--- config.mk ---
export PLATFORM = sky130hd
export DESIGN_NAME = yauart_rx_core
export DESIGN_NICKNAME = d
export VERILOG_FILES = /design/src/rtl/yauart_pkg.sv /design/src/rtl/yauart_baud_tick.sv /design/src/rtl/yauart_rx_core.sv
export SDC_FILE = /design/constraint.sdc
export NUM_CORES = 1
export LEC_CHECK = 0
export ABC_AREA = 0
export CORE_ASPECT_RATIO = 0.8
export CORE_MARGIN = 10
export CORE_UTILIZATION = 46
export DETAILED_ROUTE_END_ITERATION = 12
export PLACE_DENSITY_LB_ADDON = 0.15
export SYNTH_ARGS = -nofsm -noshare
export SYNTH_HDL_FRONTEND = slang
export SYNTH_SLANG_ARGS = --single-unit
--- constraint.sdc ---
create_clock -name clk_i -period 3 [get_ports clk_i]
set_clock_uncertainty 0.05 [all_clocks]
set_input_delay 0.3 -clock clk_i [delete_from_list [all_inputs] [get_ports clk_i]]
set_output_delay 0.3 -clock clk_i [all_outputs]
set_load 0.05 [all_outputs]
--- src/rtl/yauart_pkg.sv ---
// -----------------------------------------------------------------------------
// yauart_pkg
// Shared definitions for the YAUART receive path (and the TX core, which
// reuses yauart_baud_tick):
//   - rx_state_e      : receiver FSM states
//   - OVERSAMPLE_DEF  : default oversample ticks per bit
//   - DATA_BITS / BIT_IDX_W / LAST_BIT_IDX : frame data-bit counting
//   - majority3()     : 2-of-3 vote used for bit decisions
//   - xor_reduce8()   : even parity of a data byte
// -----------------------------------------------------------------------------
package yauart_pkg;

   localparam int OVERSAMPLE_DEF = 16;

   localparam int DATA_BITS = 8;
   localparam int BIT_IDX_W = $clog2(DATA_BITS);
   localparam logic [BIT_IDX_W-1:0] LAST_BIT_IDX = BIT_IDX_W'(DATA_BITS - 1);

   typedef enum logic [2:0] {
      RX_IDLE   = 3'd0,
      RX_START  = 3'd1,
      RX_DATA   = 3'd2,
      RX_PARITY = 3'd3,
      RX_STOP   = 3'd4,
      RX_BREAK  = 3'd5
   } rx_state_e;

   function automatic logic majority3(input logic a, input logic b, input logic c);
      return (a & b) | (a & c) | (b & c);
   endfunction

   function automatic logic xor_reduce8(input logic [7:0] d);
      return ^d;
   endfunction

endpackage

--- src/rtl/yauart_baud_tick.sv ---
// -----------------------------------------------------------------------------
// yauart_baud_tick
// Oversample tick generator. A counter runs 0..div_i and emits a one-clock
// tick on the wrap; div_i = 0 gives a tick every clock. clr_i holds the
// counter at 0 (no tick) so a frame always starts on a fresh tick phase.
// Ports:
//   clk_i   system clock
//   rst_i   asynchronous active-high reset
//   clr_i   synchronous clear / hold at 0
//   div_i   clocks per tick minus 1
//   tick_o  one-cycle tick pulse
// -----------------------------------------------------------------------------
module yauart_baud_tick #(
   parameter int DIV_W = 16
) (
   input  logic             clk_i,
   input  logic             rst_i,
   input  logic             clr_i,
   input  logic [DIV_W-1:0] div_i,
   output logic             tick_o
);

   localparam logic [DIV_W-1:0] CNT_ONE = DIV_W'(1);

   logic [DIV_W-1:0] cnt_q;
   logic [DIV_W-1:0] cnt_d;
   logic             wrap_s;

   assign wrap_s = (cnt_q == div_i);
   assign tick_o = wrap_s & ~clr_i;

   // Next count: clear, wrap, or increment.
   always_comb begin
      cnt_d = cnt_q;
      if (clr_i) begin
         cnt_d = '0;
      end else if (wrap_s) begin
         cnt_d = '0;
      end else begin
         cnt_d = cnt_q + CNT_ONE;
      end
   end

   // Divider counter register.
   always_ff @(posedge clk_i or posedge rst_i) begin
      if (rst_i) begin
         cnt_q <= '0;
      end else begin
         cnt_q <= cnt_d;
      end
   end

endmodule

--- src/rtl/yauart_rx_core.sv ---
// -----------------------------------------------------------------------------
// yauart_rx_core
// UART receiver: synchronizes rxd_i, deframes 8N1 LSB-first frames (8E1/8O1
// when YAUART_RX_PARITY_EN is defined) and presents each byte in a
// valid/ready holding register.
// Optional feature macro: YAUART_RX_PARITY_EN (adds the parity bit state and
// parity_err_o; without it parity_odd_i is ignored and parity_err_o is 0).
// Ports:
//   clk_i, rst_i        clock, asynchronous active-high reset
//   rx_en_i             receiver enable (0 aborts any frame in progress)
//   baud_div_i          clocks per oversample tick minus 1
//   parity_odd_i        1 = odd, 0 = even parity
//   rxd_i               asynchronous serial line, idle high
//   rx_data_o/valid_o   holding register; rx_ready_i consumes
//   frame_err_o         pulse: stop bit sampled low
//   overrun_err_o       pulse: byte completed while holding register full
//   parity_err_o        pulse: parity mismatch
//   busy_o              receiver FSM not idle
// -----------------------------------------------------------------------------
module yauart_rx_core
   import yauart_pkg::*;
#(
   parameter int OVERSAMPLE = OVERSAMPLE_DEF,
   parameter int DIV_W      = 16
) (
   input  logic             clk_i,
   input  logic             rst_i,
   input  logic             rx_en_i,
   input  logic [DIV_W-1:0] baud_div_i,
   input  logic             parity_odd_i,
   input  logic             rxd_i,
   output logic [7:0]       rx_data_o,
   output logic             rx_valid_o,
   input  logic             rx_ready_i,
   output logic             frame_err_o,
   output logic             overrun_err_o,
   output logic             parity_err_o,
   output logic             busy_o
);

   localparam int OS_W = $clog2(OVERSAMPLE);
   localparam logic [OS_W-1:0] OS_ONE  = OS_W'(1);
   localparam logic [OS_W-1:0] OS_LAST = OS_W'(OVERSAMPLE - 1);
   // Three vote samples centred on the middle of the bit.
   localparam logic [OS_W-1:0] SMP_A   = OS_W'(OVERSAMPLE / 2 - 1);
   localparam logic [OS_W-1:0] SMP_B   = OS_W'(OVERSAMPLE / 2);
   localparam logic [OS_W-1:0] SMP_C   = OS_W'(OVERSAMPLE / 2 + 1);

   // Line synchronizer and edge history.
   logic sync1_q, sync1_d;
   logic sync2_q, sync2_d;
   logic rxd_prev_q, rxd_prev_d;

   // Framing state.
   rx_state_e             state_q, state_d;
   logic [OS_W-1:0]       os_q, os_d;
   logic [BIT_IDX_W-1:0]  bit_q, bit_d;
   logic [1:0]            samp_q, samp_d;
   logic [DATA_BITS-1:0]  shift_q, shift_d;

   // Holding register and error pulses.
   logic [7:0] data_q, data_d;
   logic       valid_q, valid_d;
   logic       frame_err_q, frame_err_d;
   logic       overrun_q, overrun_d;

   logic rxd_s;
   logic fall_s;
   logic tick_s;
   logic tick_clr_s;
   logic maj_s;
   logic decide_s;
   logic bit_end_s;
   logic deliver_s;

`ifdef YAUART_RX_PARITY_EN
   logic parity_err_q, parity_err_d;
`else
   logic unused_parity_odd_s;
   assign unused_parity_odd_s = parity_odd_i;
`endif

   assign rxd_s  = sync2_q;
   assign fall_s = rxd_prev_q & ~sync2_q;

   // The tick phase restarts at every frame; BREAK only watches the line.
   assign tick_clr_s = (state_q == RX_IDLE) || (state_q == RX_BREAK);

   yauart_baud_tick #(
      .DIV_W (DIV_W)
   ) u_baud_tick (
      .clk_i  (clk_i),
      .rst_i  (rst_i),
      .clr_i  (tick_clr_s),
      .div_i  (baud_div_i),
      .tick_o (tick_s)
   );

   // The third vote is the live synchronized line at the decision tick.
   assign maj_s     = majority3(samp_q[0], samp_q[1], rxd_s);
   assign decide_s  = tick_s & (os_q == SMP_C);
   assign bit_end_s = tick_s & (os_q == OS_LAST);

   // Synchronizer shift path.
   always_comb begin
      sync1_d    = rxd_i;
      sync2_d    = sync1_q;
      rxd_prev_d = sync2_q;
   end

   // Receiver FSM: next state, oversample/bit counters, sampling and pulses.
   always_comb begin
      state_d     = state_q;
      os_d        = os_q;
      bit_d       = bit_q;
      samp_d      = samp_q;
      shift_d     = shift_q;
      deliver_s   = 1'b0;
      frame_err_d = 1'b0;
`ifdef YAUART_RX_PARITY_EN
      parity_err_d = 1'b0;
`endif

      if (tick_s) begin
         if (os_q == SMP_A) begin
            samp_d[0] = rxd_s;
         end else if (os_q == SMP_B) begin
            samp_d[1] = rxd_s;
         end else begin
            samp_d = samp_q;
         end
         if (bit_end_s) begin
            os_d = '0;
         end else begin
            os_d = os_q + OS_ONE;
         end
      end else begin
         os_d = os_q;
      end

      if (!rx_en_i) begin
         // Disable drops any partial frame silently.
         state_d = RX_IDLE;
      end else begin
         case (state_q)
            RX_IDLE: begin
               os_d  = '0;
               bit_d = '0;
               if (fall_s) begin
                  state_d = RX_START;
               end else begin
                  state_d = RX_IDLE;
               end
            end
            RX_START: begin
               if (decide_s && maj_s) begin
                  // Start bit not low at its centre: treat as a glitch.
                  state_d = RX_IDLE;
               end else if (bit_end_s) begin
                  state_d = RX_DATA;
                  bit_d   = '0;
               end else begin
                  state_d = RX_START;
               end
            end
            RX_DATA: begin
               if (decide_s) begin
                  shift_d = {maj_s, shift_q[DATA_BITS-1:1]};
               end else begin
                  shift_d = shift_q;
               end
               if (bit_end_s) begin
                  if (bit_q == LAST_BIT_IDX) begin
`ifdef YAUART_RX_PARITY_EN
                     state_d = RX_PARITY;
`else
                     state_d = RX_STOP;
`endif
                  end else begin
                     bit_d = bit_q + 3'd1;
                  end
               end else begin
                  bit_d = bit_q;
               end
            end
`ifdef YAUART_RX_PARITY_EN
            RX_PARITY: begin
               if (decide_s) begin
                  parity_err_d = maj_s ^ xor_reduce8(shift_q) ^ parity_odd_i;
               end else begin
                  parity_err_d = 1'b0;
               end
               if (bit_end_s) begin
                  state_d = RX_STOP;
               end else begin
                  state_d = RX_PARITY;
               end
            end
`endif
            RX_STOP: begin
               if (decide_s) begin
                  if (maj_s) begin
                     // Leave at the stop-bit centre so the next start edge is seen.
                     deliver_s = 1'b1;
                     state_d   = RX_IDLE;
                  end else begin
                     frame_err_d = 1'b1;
                     state_d     = RX_BREAK;
                  end
               end else begin
                  state_d = RX_STOP;
               end
            end
            RX_BREAK: begin
               if (rxd_s) begin
                  state_d = RX_IDLE;
               end else begin
                  state_d = RX_BREAK;
               end
            end
            default: begin
               state_d = RX_IDLE;
            end
         endcase
      end
   end

   // Holding register: load when empty or drained this cycle, else overrun.
   always_comb begin
      data_d    = data_q;
      valid_d   = valid_q;
      overrun_d = 1'b0;
      if (valid_q && rx_ready_i) begin
         valid_d = 1'b0;
      end else begin
         valid_d = valid_q;
      end
      if (deliver_s) begin
         if (!valid_q || rx_ready_i) begin
            data_d  = shift_q;
            valid_d = 1'b1;
         end else begin
            overrun_d = 1'b1;
         end
      end else begin
         data_d = data_q;
      end
   end

   // State registers.
   always_ff @(posedge clk_i or posedge rst_i) begin
      if (rst_i) begin
         sync1_q     <= 1'b1;
         sync2_q     <= 1'b1;
         rxd_prev_q  <= 1'b1;
         state_q     <= RX_IDLE;
         os_q        <= '0;
         bit_q       <= '0;
         samp_q      <= 2'b00;
         shift_q     <= '0;
         data_q      <= 8'h00;
         valid_q     <= 1'b0;
         frame_err_q <= 1'b0;
         overrun_q   <= 1'b0;
      end else begin
         sync1_q     <= sync1_d;
         sync2_q     <= sync2_d;
         rxd_prev_q  <= rxd_prev_d;
         state_q     <= state_d;
         os_q        <= os_d;
         bit_q       <= bit_d;
         samp_q      <= samp_d;
         shift_q     <= shift_d;
         data_q      <= data_d;
         valid_q     <= valid_d;
         frame_err_q <= frame_err_d;
         overrun_q   <= overrun_d;
      end
   end

`ifdef YAUART_RX_PARITY_EN
   // Parity error pulse register.
   always_ff @(posedge clk_i or posedge rst_i) begin
      if (rst_i) begin
         parity_err_q <= 1'b0;
      end else begin
         parity_err_q <= parity_err_d;
      end
   end
   assign parity_err_o = parity_err_q;
`else
   assign parity_err_o = 1'b0;
`endif

   assign rx_data_o     = data_q;
   assign rx_valid_o    = valid_q;
   assign frame_err_o   = frame_err_q;
   assign overrun_err_o = overrun_q;
   assign busy_o        = (state_q != RX_IDLE);

endmodule

* After elaboration in Yosys (flattened, before gate mapping)
Index checks and enable logic that the tools add are counted.
** Storage, ports and cells
- Register bits after elaboration :: 50
- Latch bits :: 0
- Bits in writable memories :: 0
- Bits in read-only memories :: 0
- Input port bits :: 22
- Memories kept :: 0
** Cells by class
- Add/subtract/negate cells :: 3
- $mul :: 0
- Div/mod/pow operators :: 0
- $lt $le $gt $ge :: 0
- Equal/unequal tests :: 16
- Shift-type cells :: 0
- Muxes and demuxes :: 34
- Bitwise logic cells :: 12
- Reduce and logical (&&, ||, !) cells :: 14
** Operators with widths (count)
- 16-bit two-way mux :: 2
- 3-bit two-way mux :: 10
- 16-bit by 1-bit adder with 16-bit output, second input constant :: 1
- 16-bit equality test :: 1
- 4-bit two-way mux :: 4
- 3-bit one-hot mux with 5 select lines :: 1
- 1-bit two-way mux :: 14
- 4-bit equality test, second input constant :: 3
- 3-bit equality test, second input constant :: 3
- 3-bit one-hot mux with 3 select lines :: 1
- 2-bit != test, second input constant :: 4
- 1-bit AND :: 7
- 3-bit != test, second input constant :: 2
- 2-bit AND reduction :: 3
- 3-bit AND reduction :: 2
- 6-bit AND reduction :: 1
- 3-bit nonzero test :: 2
- 4-bit by 1-bit adder with 4-bit output, second input constant :: 1
- 4-bit by 3-bit equality test with 1-bit output, second input constant :: 1
- 2-bit two-way mux :: 2
- 3-bit by 1-bit adder with 3-bit output, second input constant :: 1
- 3-bit by 1-bit equality test with 1-bit output, second input constant :: 1
- 3-bit by 2-bit equality test with 1-bit output, second input constant :: 1
- 3-bit logical NOT :: 1
- other kinds (5) :: 10

* Depth between registers and ports, before layout
Gate-level depths: netlist of the first run.
- Depth in word-level cells :: 9
- Gate-level depth with buffers :: 7
- Depth with buffers taken out :: 7

* Modules after synthesis
Synthesis of the first run repeated with hierarchy kept, for this count alone.
** Unflattened totals
- Cells, all modules :: 232
- Area, all modules :: 2586.2 um2
** By module, submodules not included
- yauart_rx_core :: times used 1, cells an instance 128, area an instance 1581.5 um2, sequential area each 854.6 um2
- yauart_baud_tick :: times used 1, cells an instance 104, area an instance 1004.7 um2, sequential area each 400.4 um2

* Worst setup path after synthesis of the first run
OpenSTA, ideal clock, no wires.
- Path type :: register -> register
- From :: register u_baud_tick.cnt_q[2]
- To :: register data_q[0], in the netlist rx_data_o[0]
- Setup time :: 0.125 ns
- Data arrival time :: 2.074 ns
- Required time :: 2.825 ns
- Path slack :: 0.751 ns
- Stages on the path, launching flop included :: 8
- Cells stage by stage :: dfrtp_1 -> xnor2_1 -> nand4_1 -> nor4_4 -> nand2b_1 -> buf_2 -> nor3b_4 -> mux2_2
** Between the ends
- Longest elaborated chain between the ends :: 7
** Ends and longest elaborated chain
- start, declared :: line yauart_baud_tick.sv:25 : logic [DIV_W-1:0] cnt_q;
- start signal, assigned :: line yauart_baud_tick.sv:49 : cnt_q <= cnt_d;
- 16-bit equality test :: line yauart_baud_tick.sv:29 : assign wrap_s = (cnt_q == div_i);
- 1-bit AND :: line yauart_baud_tick.sv:30 : assign tick_o = wrap_s & ~clr_i;
- 1-bit AND :: line yauart_rx_core.sv:101 : assign decide_s = tick_s & (os_q == SMP_C);
- 1-bit two-way mux :: line yauart_rx_core.sv:201 : if (decide_s) begin
- 1-bit two-way mux :: line yauart_rx_core.sv:145 : case (state_q)
- 1-bit two-way mux :: line yauart_rx_core.sv:141 : if (!rx_en_i) begin
- 2-bit AND reduction (no line)
- end signal, assigned :: line yauart_rx_core.sv:274 : data_q <= data_d;
- end, declared :: line yauart_rx_core.sv:62 : logic [7:0] data_q, data_d;
No other way between the ends.
A chain may end at the register's enable or synchronous reset.

* Worst setup path after layout of the first run
- From :: register u_baud_tick.cnt_q[3]
- To :: register samp_q[1]
** Between the ends
- Longest elaborated chain between the ends :: 3
** Ends and longest elaborated chain
- 16-bit equality test :: line yauart_baud_tick.sv:29
- 1-bit AND :: line yauart_baud_tick.sv:30
- 3-bit AND reduction (no line)
- end signal, assigned :: line yauart_rx_core.sv:272 : samp_q <= samp_d;
- end, declared :: line yauart_rx_core.sv:58 : logic [1:0] samp_q, samp_d;
No other way between the ends.

==> results of run 1 <==
-- cells by family (layout without fill, tap and decap cells) --
kind of cell	Yosys count	after routing	share of synthesized area (%)
simple gates	83	83	18.32
flops	50	50	50.35
xor+xnor	29	29	10.19
compound gates	26	26	6.326
mux	20	20	9.036
buf+inv	13	49	2.209
fa+ha+maj	7	7	3.414
other cells	1	1	0.1505
-- worst register-to-register path, stage by stage, from the launching register on --
cell and delay (ns):
dfrtp_1 0.43, xnor2_1 0.21, nand4_1 0.17, nor4_4 0.33, buf_4 0.20, nor2b_1 0.42, nand4b_1 0.20, mux2_2 0.31
-- per-layer routing --
metal  share of wire (%)  global-route usage (%)
met4                 1.8                   4.987
met1                  50                   16.49
met3                 6.2                   4.250
met5                   0                       0
met2                  42                   17.71
-- layout make-up --
type | count | area (um^2)
clock inverters | 2 | 37.54
inverters | 5 | 18.77
well taps | 62 | 77.57
repair buffers | 36 | 350.3
clock buffers | 6 | 72.57
multi-input cells | 166 | 1182
fillers | 451 | 2128
flip-flops and latches | 50 | 1255
-- final timing paths --
kind / end / start / depth (start not counted)
max in group asynchronous: rxd_prev_d / rst_i / 3
worst max register to register: samp_q[1] / u_baud_tick.cnt_q[3] / 7
worst min-delay path: u_baud_tick.cnt_q[8] / rst_i / 2
worst max-delay path: samp_q[1] / u_baud_tick.cnt_q[3] / 7
min in group clk_i: rxd_prev_d / sync1_q / 0
worst min register to register: rxd_prev_d / sync1_q / 0
-- report_power, final --
part | leakage (nW) | internal [mW] | switching [mW] | total [mW]
combinational | 0.566 | 0.0423 | 0.0441 | 0.0864
sequential | 0.687 | 0.679 | 0.00662 | 0.686
clock | 0.0514 | 0.249 | 0.220 | 0.468
total | 1.30 | 0.970 | 0.270 | 1.24
-- cell usage in the layout (no fill, tap or decap), types with 2 or more instances in the layout --
master,count
or3_1,3
and3_1,7
ha_1,6
nand3_1,9
a22o_1,2
mux2_2,20
xor2_1,7
nand2b_1,4
clkdlybuf4s50_1,32
xnor2_1,22
nand4_1,5
and4_1,2
o21ai_0,7
dfstp_2,3
nor2_1,24
nor2b_1,5
dfrtp_1,47
a21oi_1,10
nand4b_1,3
clkbuf_8,5
nand2_1,12
inv_1,4
nor3_1,3
or2_2,2
buf_4,4
-- flip-flops by register name, summed over array words and instances (netlist names), 2 cells and up --
register / cells
samp_q: 2
shift_q: 8
os_q: 4
state_q: 3
u_baud_tick.cnt_q: 16
bit_q: 3
rx_data_o: 8
-- per-stage QoR --
stage	cells	total power, mW
final	327	1.241
after global routing	327	1.307
after CTS	327	1.263
after detailed placement	319	0.7870
after global placement	319	0.7860
after floorplan	229	0.7464
==> results.txt, run 1 <==
----------------------------------------------------
[Timing]
  Max-slew violation count ... 0
  Final Cycle Share ... 80.34%
  Worst-margin pin slew ... 0.5282 ns
  Unrepaired setup endpoints after global routing ... no
  Final setup violation count ... 0
  Worst hold margin ... 0.2700 ns
  Setup_tns ... 0 ns
  Worst relative slew slack ... 64.52%
  Count of endpoints failing hold in the final timing report ... 0
  Final worst slack ... 0.5899 ns
  F_max ... 414.9 MHz
  Final critical path time including I/O delays and setup ... 2.410 ns

[Clock network]
  Cell at the root of the clock tree ... clkbuf_8
  CTS tree ... done
  Number of buffers inserted by hold repair at cts ... 0
  Clock Latency Late Sink ... 0.31 ns
  CTS-repair resized insts ... 0
  Number of clock sinks seen by CTS ... 50
  CTS clock-pin slew for the worst setup and hold paths ... 0.09 ns
  Setup Buffers After CTS ... 0
  Buffer levels on the longest clock path ... 2
  Number of buffers added by the clock tree synthesis step ... 5
  Number of H-tree branching levels ... 2

[Placement]
  Number of port buffers ... 32
  Routability Congestion ... 0.9193
  Setup WS pre-CTS ... 0.3452 ns
  Cell area after placement ... 2884 um^2
  Final HPWL from detailed placement ... 3588 um

[Drt]
  DRC Markers ... 0
  Overall routed net length ... 4933 um
  Via count ... 1,738
  Initial detailed-routing violation count ... 84
  Routed length per placed instance ... 15.09 um
  Via density per instance ... 5.315
  Routed Antenna Nets ... 0
  First-pass DRT Iterations ... 4

[Finish]
  Net count of the finished layout ... 292
  # diodes ... 0
  Layout area overhead ... 20.13%
  Layout cell share with drive strength beyond 1 ... 14.72%
  Final design instance area without fill ... 2994 um^2
  Final Core Density ... 58.45%

[Logic synthesis]
  Ys flop type ... dfrtp_1
  Cell count after synthesis ... 229
  Synth Warn # ... 0
  Mean area per synthesized cell ... 10.88 um^2
  Combined area of all synthesized cells ... 2492 um^2
  Post-synth ARST share ... 100.0%
  Library cell with the largest summed area after synthesis ... dfrtp_1
  Number of flops mapped to enable cells by yosys ... 0
  Flop and latch count out of synthesis ... 50
  Commonest cells post-synth ... dfrtp_1, nor2_1, xnor2_1
  Most repeated cell in the gate-level netlist after synthesis ... dfrtp_1
  Portion of synthesized cell area occupied by the leading cell type ... 47.19%
  Most area-consuming cells after synthesis ... dfrtp_1, mux2_2, xnor2_1
  Post-synthesis net count ... 257
  Count of cell types in the netlist ... 38
  Seq/Total Area, Yosys ... 50.35%

[GRT]
  Via count of the first global-routing pass ... 1,812
  Initial antenna violation count ... 0
  Maximum number of pins on one net before global-route repair ... 29
  Global-route total usage across every layer ... 12.32%
  Wire length of the first global-routing pass ... 8742 um
  Total gr overflow ... 0

[Setup path]
  Flop2flop setup slack ... 0.59 ns
  Capturing element type of the critical path ... flip-flop
  Worst Path Max Fanout ... 7
  Worst stage delay on the critical path ... 0.43 ns
  Cell with the biggest individual delay on the critical path ... dfrtp_1
  Worst setup path category ... flip-flop to flip-flop
  Crit path max-delay family ... simple AND/OR/NAND/NOR gates
  Crit path buf inv count ... 1
  Required time of the critical path ... 3.15 ns
  Critical-path cell list ... xnor2_1 > nand4_1 > nor4_4 > buf_4 > nor2b_1 > nand4b_1 > mux2_2
  Worst path arrival time ... 2.56 ns
  Startpoint type of the worst setup path ... flip-flop

[Floorplanning]
  Number of standard-cell rows in the floorplan ... 23
  Initial standard-cell utilization of the core ... 48.66%
  Overall die height ... 85.84 um
  Floorplan die width ... 102.3 um
  Die outline area ... 8781 um^2
  Core box area ... 5122 um^2
  Ports placed on the boundary ... 35

[Status]
  Result of the run ... finished, final reports clean

[Power]
  Worst-case vdd ir drop ... 0.0002319 V
  Leakage ... 1.304 nW
  Power per cell area ... 414.3 nW/um^2

[Job]
  Max-capacitance violation count ... 0

[Hold path]
  Type of the worst min-delay path ... primary input to async pin

----------------------------------------------------
Power figures use the tool's default switching activity.
==> run 2, diff against run 1 <==
Clock period 3 ns to 2.52 ns, I/O delays scaled along.
==> run 2 against run 1 <==
Utilization up 0.68 points. Critical path depth unchanged. Global-route usage down 0.68 points. Non-clock buffer count up 3. First-iteration DRC count down 11%. Critical path type unchanged. Critical endpoint is now rx_data_o[4]. Largest cell class unchanged. Largest power group unchanged. Highest routed layer unchanged.
==> results.txt, run 2 (same netlist as run 1, synthesis figures left out) <==
----------------------------------------------------
[Status]
  Result of the run ... finished, final reports clean (unchanged)

[Timing]
  Final setup violation count ... 0 (unchanged)
  Final Cycle Share ... 88.46% (was 80.34%)
  Worst-margin pin slew ... 0.5302 ns (was 0.5282 ns)
  Unrepaired setup endpoints after global routing ... no (unchanged)
  F_max ... 448.6 MHz (was 414.9 MHz)
  Worst relative slew slack ... 64.60% (was 64.52%)
  Final critical path time including I/O delays and setup ... 2.229 ns (was 2.410 ns)
  Final worst slack ... 0.2908 ns (was 0.5899 ns)
  Count of endpoints failing hold in the final timing report ... 0 (unchanged)
  Setup_tns ... 0 ns (unchanged)
  Max-slew violation count ... 0 (unchanged)

[Clock network]
  Number of clock sinks seen by CTS ... 50 (unchanged)
  Number of buffers inserted by hold repair at cts ... 0 (unchanged)
  CTS-repair resized insts ... 0 (unchanged)
  Cell at the root of the clock tree ... clkbuf_8 (unchanged)
  Clock Latency Late Sink ... 0.31 ns (about the same)
  CTS clock-pin slew for the worst setup and hold paths ... 0.09 ns (about the same)
  CTS tree ... done (unchanged)
  Number of H-tree branching levels ... 2 (unchanged)
  Setup Buffers After CTS ... 0 (unchanged)
  Buffer levels on the longest clock path ... 2 (unchanged)
  Number of buffers added by the clock tree synthesis step ... 5 (unchanged)

[GRT]
  Via count of the first global-routing pass ... 1,710 (was 1,812)
  Total gr overflow ... 0 (unchanged)
  Global-route total usage across every layer ... 11.64% (was 12.32%)
  Initial antenna violation count ... 0 (unchanged)
  Wire length of the first global-routing pass ... 8266 um (was 8742 um)
  Maximum number of pins on one net before global-route repair ... 28 (was 29)

[Setup path]
  Cell with the biggest individual delay on the critical path ... dfrtp_1 (unchanged)
  Required time of the critical path ... 2.66 ns (was 3.15 ns)
  Worst stage delay on the critical path ... 0.45 ns (was 0.43 ns)
  Startpoint type of the worst setup path ... flip-flop (unchanged)
  Worst setup path category ... flip-flop to flip-flop (unchanged)
  Worst path arrival time ... 2.37 ns (was 2.56 ns)
  Worst Path Max Fanout ... 5 (was 7)
  Capturing element type of the critical path ... flip-flop (unchanged)
  Critical-path cell list ... xnor2_1 > nand4_1 > nor4_4 > nand2b_1 > nor3b_4 > buf_4 > mux2_2 (was xnor2_1 > nand4_1 > nor4_4 > buf_4 > nor2b_1 > nand4b_1 > mux2_2)

[Floorplanning]
  Ports placed on the boundary ... 35 (unchanged)
  Core box area ... 5122 um^2 (unchanged)
  Overall die height ... 85.84 um (unchanged)
  Number of standard-cell rows in the floorplan ... 23 (unchanged)
  Die outline area ... 8781 um^2 (unchanged)
  Floorplan die width ... 102.3 um (unchanged)
  Initial standard-cell utilization of the core ... 48.66% (unchanged)

[Job]
  Max-capacitance violation count ... 0 (unchanged)

[Placement]
  Routability Congestion ... 0.8942 (was 0.9193)
  Final HPWL from detailed placement ... 3593 um (was 3588 um)
  Setup WS pre-CTS ... 0.06393 ns (was 0.3452 ns)
  Number of port buffers ... 32 (unchanged)

[Power]
  Power per cell area ... 488.1 nW/um^2 (was 414.3 nW/um^2)
  Worst-case vdd ir drop ... 0.0002905 V (was 0.0002319 V)
  Leakage ... 1.325 nW (was 1.304 nW)

[Drt]
  First-pass DRT Iterations ... 5 (was 4)
  Routed Antenna Nets ... 0 (unchanged)
  Overall routed net length ... 4880 um (was 4933 um)
  DRC Markers ... 0 (unchanged)
  Routed length per placed instance ... 14.79 um (was 15.09 um)
  Via density per instance ... 5.233 (was 5.315)
  Initial detailed-routing violation count ... 75 (was 84)
  Via count ... 1,727 (was 1,738)

[Finish]
  # diodes ... 0 (unchanged)
  Net count of the finished layout ... 295 (was 292)
  Max reg flops ... 16 (unchanged)
  Fillers ... 447 (was 451)
  Layout cell share with drive strength beyond 1 ... 15.67% (was 14.72%)
  Layout area overhead ... 21.54% (was 20.13%)
  Register containing the most flip-flops in the final layout ... u_baud_tick.cnt_q (unchanged)
  Final Core Density ... 59.14% (was 58.45%)
  Most used cells in the layout excluding fill and tap cells ... dfrtp_1, clkdlybuf4s50_1, nor2_1 (unchanged)
  Most common library cell in the layout ignoring fill and taps ... dfrtp_1 (unchanged)

[Hold path]
  Type of the worst min-delay path ... primary input to async pin (unchanged)

----------------------------------------------------
run 2: cell count changes in the layout (fill, tap and decap cells not counted):
cell / delta
buf_4: +2
buf_12: +1
run 2: layer usage:
| metal | GRT usage, % | vias up | wire, um |
|---|---|---|---|
| met2 | 16.60 | 47 | 2043 |
| met3 | 4.090 | 7 | 336 |
| met4 | 3.836 | 0 | 59 |
| met1 | 15.97 | 806 | 2441 |
| li1 | - | 867 | - |
| met5 | 0 | - | 0 |
run 2: layout make-up:
class | count | area, um^2 | share of cell area, %
clock inverters | 2 | 37.54 | 1.239
flip-flops and latches | 50 | 1255 | 41.43
repair buffers | 39 | 385.4 | 12.72
well taps | 62 | 77.57 | 2.561
clock buffers | 6 | 72.57 | 2.396
multi-input cells | 166 | 1182 | 39.03
inverters | 5 | 18.77 | 0.6196
run 2: worst paths after layout:
path | from | to | slack [ns] | cells after the start
setup / recovery | u_baud_tick.cnt_q[2] | rx_data_o[4] | 0.29 | 7
hold / removal | rst_i | u_baud_tick.cnt_q[10] | 0.25 | 2
setup reg to reg | u_baud_tick.cnt_q[2] | rx_data_o[4] | 0.29 | 7
hold reg to reg | sync1_q | rxd_prev_d | 0.31 | 0
max in group asynchronous | rst_i | rxd_prev_d | 1.57 | 3
min in group clk_i | rxd_i | sync1_q | 0.30 | 1
run 2: power by group:
group / switching, mW / internal (mW) / total, mW
Clock: 0.259 / 0.296 / 0.555
Sequential: 0.00718 / 0.809 / 0.816
Combinational: 0.0532 / 0.0540 / 0.107
Total: 0.320 / 1.16 / 1.48
run 2: worst max-delay path: cells and delay by family (launching register included):
family	cells	cell delay [ns]
and+or+nand+nor	4	0.92
DFF	1	0.45
muxes	1	0.33
xor gates and xnor gates	1	0.20
buffers and inverters	1	0.17
run 2: metrics by stage:
step	total power, mW	hold slack (ns)	cell area (um^2)	std cells
global route	1.545	0.2830	3029	330
detailed placement	0.9408	0.2968	2919	322
global placement	0.9401	0.2954	2919	322
finish	1.479	0.2506	3029	330
floorplan	0.8886	0.2065	2492	229
CTS	1.503	0.2705	3029	330
==> run 3, diff against run 2 <==
Settings changed: PLACE_DENSITY_LB_ADDON 0.15 to 0.1, SLEW_MARGIN set to 20.
==> run 3 against run 2 <==
Flip-flop and latch count is the same. Sequential share of layout area grew 0.17 points. Via count grew 0.17%. Clock-buffer cell count shrank 1. Sequential power is essentially flat. Die area is the same. Worst hold slack gained 0.051 ns. Cell count is the same. Total power shrank 3.8%. Critical path depth shrank 5. Maximum frequency shrank 0.18%. Largest cell class unchanged. Highest routed layer unchanged.
==> results.txt, run 3 (same netlist as run 1, synthesis figures left out) <==
----------------------------------------------------
[Status]
  Result of the run ... finished, final reports clean (unchanged)

[Timing]
  Final critical path time including I/O delays and setup ... 2.233 ns (was 2.229 ns)
  Final Cycle Share ... 88.62% (was 88.46%)
  Worst hold margin ... 0.3011 ns (was 0.2506 ns)
  Worst relative slew slack ... 59.09% (was 64.60%)
  Final setup violation count ... 0 (unchanged)
  F_max ... 447.8 MHz (was 448.6 MHz)
  Setup_tns ... 0 ns (unchanged)
  Unrepaired setup endpoints after global routing ... no (unchanged)
  Worst-margin pin slew ... 0.6137 ns (was 0.5302 ns)
  Final worst slack ... 0.2867 ns (was 0.2908 ns)
  Max-slew violation count ... 0 (unchanged)
  Count of endpoints failing hold in the final timing report ... 0 (unchanged)

[Finish]
  Max reg flops ... 16 (unchanged)
  Layout cell share with drive strength beyond 1 ... 16.04% (was 15.67%)
  Filler-free cell count of the finished design ... 330 (unchanged)
  Most used cells in the layout excluding fill and tap cells ... dfrtp_1, clkdlybuf4s50_1, nor2_1 (unchanged)
  Fillers ... 459 (was 447)
  Layout area overhead ... 21.03% (was 21.54%)
  Register containing the most flip-flops in the final layout ... u_baud_tick.cnt_q (unchanged)
  # diodes ... 0 (unchanged)
  Net count of the finished layout ... 295 (unchanged)
  Most common library cell in the layout ignoring fill and taps ... dfrtp_1 (unchanged)

[Drt]
  Routed Antenna Nets ... 0 (unchanged)
  Initial detailed-routing violation count ... 80 (was 75)
  First-pass DRT Iterations ... 4 (was 5)
  Via density per instance ... 5.242 (was 5.233)
  Routed length per placed instance ... 14.87 um (was 14.79 um)
  DRC Markers ... 0 (unchanged)
  Overall routed net length ... 4907 um (was 4880 um)
  Via count ... 1,730 (was 1,727)

[Setup path]
  Worst stage delay on the critical path ... 0.71 ns (was 0.45 ns)
  Reg-to-reg endpoint ... samp_q[1] (was rx_data_o[4])
  Critical-path cell list ... or3_1 > clkdlybuf4s50_1 (was xnor2_1 > nand4_1 > nor4_4 > nand2b_1 > nor3b_4 > buf_4 > mux2_2)
  Worst reg2reg startpoint ... u_baud_tick.cnt_q[15] (was u_baud_tick.cnt_q[2])
  Worst Path Max Fanout ... 11 (was 5)
  Worst path arrival time ... 1.93 ns (was 2.37 ns)
  Cell depth of the worst flop-to-flop path ... 8 (was 7)
  Required time of the critical path ... 2.22 ns (was 2.66 ns)
  Startpoint type of the worst setup path ... flip-flop (unchanged)
  Capturing element type of the critical path ... primary output (was flip-flop)
  Cell with the biggest individual delay on the critical path ... clkdlybuf4s50_1 (was dfrtp_1)
  Flop2flop setup slack ... 0.33 ns (was 0.29 ns)
  Worst setup path category ... flip-flop to primary output (was flip-flop to flip-flop)

[Placement]
  Number of instances in the placed design ... 322 (unchanged)
  Final HPWL from detailed placement ... 3565 um (was 3593 um)
  Routability Congestion ... 0.9039 (was 0.8942)
  Setup WS pre-CTS ... 0.06060 ns (was 0.06393 ns)
  Number of port buffers ... 32 (unchanged)

[Clock network]
  Clock Latency Late Sink ... 0.30 ns (was 0.31 ns)
  Number of buffers inserted by hold repair at cts ... 0 (unchanged)
  Setup Buffers After CTS ... 0 (unchanged)
  Number of H-tree branching levels ... 2 (unchanged)
  Cell at the root of the clock tree ... clkbuf_8 (unchanged)
  CTS tree ... done (unchanged)
  Number of clock sinks seen by CTS ... 50 (unchanged)
  Number of buffers added by the clock tree synthesis step ... 5 (unchanged)
  CTS clock-pin slew for the worst setup and hold paths ... 0.10 ns (was 0.09 ns)
  Buffer levels on the longest clock path ... 2 (unchanged)
  CTS-repair resized insts ... 0 (unchanged)

[Hold path]
  Type of the worst min-delay path ... primary input to flip-flop (was primary input to async pin)
  Source of the worst hold timing path ... rxd_i
  Terminating pin of the worst hold path ... sync1_q
  Min-Delay Path Depth ... 1

[Power]
  Power per cell area ... 471.6 nW/um^2 (was 488.1 nW/um^2)
  Worst-case vdd ir drop ... 0.0003089 V (was 0.0002905 V)
  Leakage ... 1.320 nW (was 1.325 nW)

[Job]
  Max-capacitance violation count ... 0 (unchanged)

[GRT]
  Total gr overflow ... 0 (unchanged)
  Maximum number of pins on one net before global-route repair ... 51 (was 28)
  Wire length of the first global-routing pass ... 8625 um (was 8266 um)
  Via count of the first global-routing pass ... 1,817 (was 1,710)
  Global-route total usage across every layer ... 12.07% (was 11.64%)
  Initial antenna violation count ... 0 (unchanged)

[Floorplanning]
  Initial standard-cell utilization of the core ... 48.66% (unchanged)
  Die outline area ... 8781 um^2 (unchanged)
  Ports placed on the boundary ... 35 (unchanged)
  Core box area ... 5122 um^2 (unchanged)
  Overall die height ... 85.84 um (unchanged)
  Number of standard-cell rows in the floorplan ... 23 (unchanged)
  Floorplan die width ... 102.3 um (unchanged)

----------------------------------------------------
run 3: worst max-delay path by stage:
stage | start | to | slack (ns)
6_report | state_q[0] | busy_o | 0.29
5_1_grt | u_baud_tick.cnt_q[2] | samp_q[1] | 0.17
4_1_cts | state_q[0] | busy_o | 0.27
3_5_place_dp | baud_div_i[15] | samp_q[1] | 0.06
3_3_place_gp | baud_div_i[5] | samp_q[1] | 0.08
2_1_floorplan | u_baud_tick.cnt_q[2] | rx_data_o[0] | 0.27
run 3: area by class of cell:
cell class	count	area [um^2]	area share [%]
well taps	62	77.57	2.572
multi-input cells	166	1182	39.20
clock inverters	3	28.78	0.9540
inverters	5	18.77	0.6221
repair buffers	39	385.4	12.77
clock buffers	5	68.82	2.281
flip-flops and latches	50	1255	41.60
run 3: per-stage QoR:
step | util, % | instance area (um^2) | power (mW)
floorplan | - | 2492 | 0.8886
global placement | 56.99 | 2919 | 0.9383
detailed placement | 56.99 | 2919 | 0.9391
CTS | 58.89 | 3017 | 1.443
global route | 58.89 | 3017 | 1.487
finish | 58.89 | 3017 | 1.423
run 3: worst max-delay path, delay by kind of cell (launching register included):
kind | cells | cell delay [ns]
buf+inv | 1 | 0.71
flops | 1 | 0.51
simple gates | 1 | 0.41
run 3: routing by layer:
layer / routed length [um] / GRT usage, % / vias up
li1: - / - / 861
met1: 2460 / 16.43 / 838
met2: 2183 / 18.35 / 27
met3: 222 / 3.448 / 4
met4: 40 / 3.069 / 0
met5: 0 / 0 / -
run 3: power by group:
group          internal (mW)  switching [mW]  total, mW
registers              0.809         0.00759      0.817
clock network          0.206           0.295      0.501
logic                 0.0519          0.0531      0.105
total                   1.07           0.355       1.42
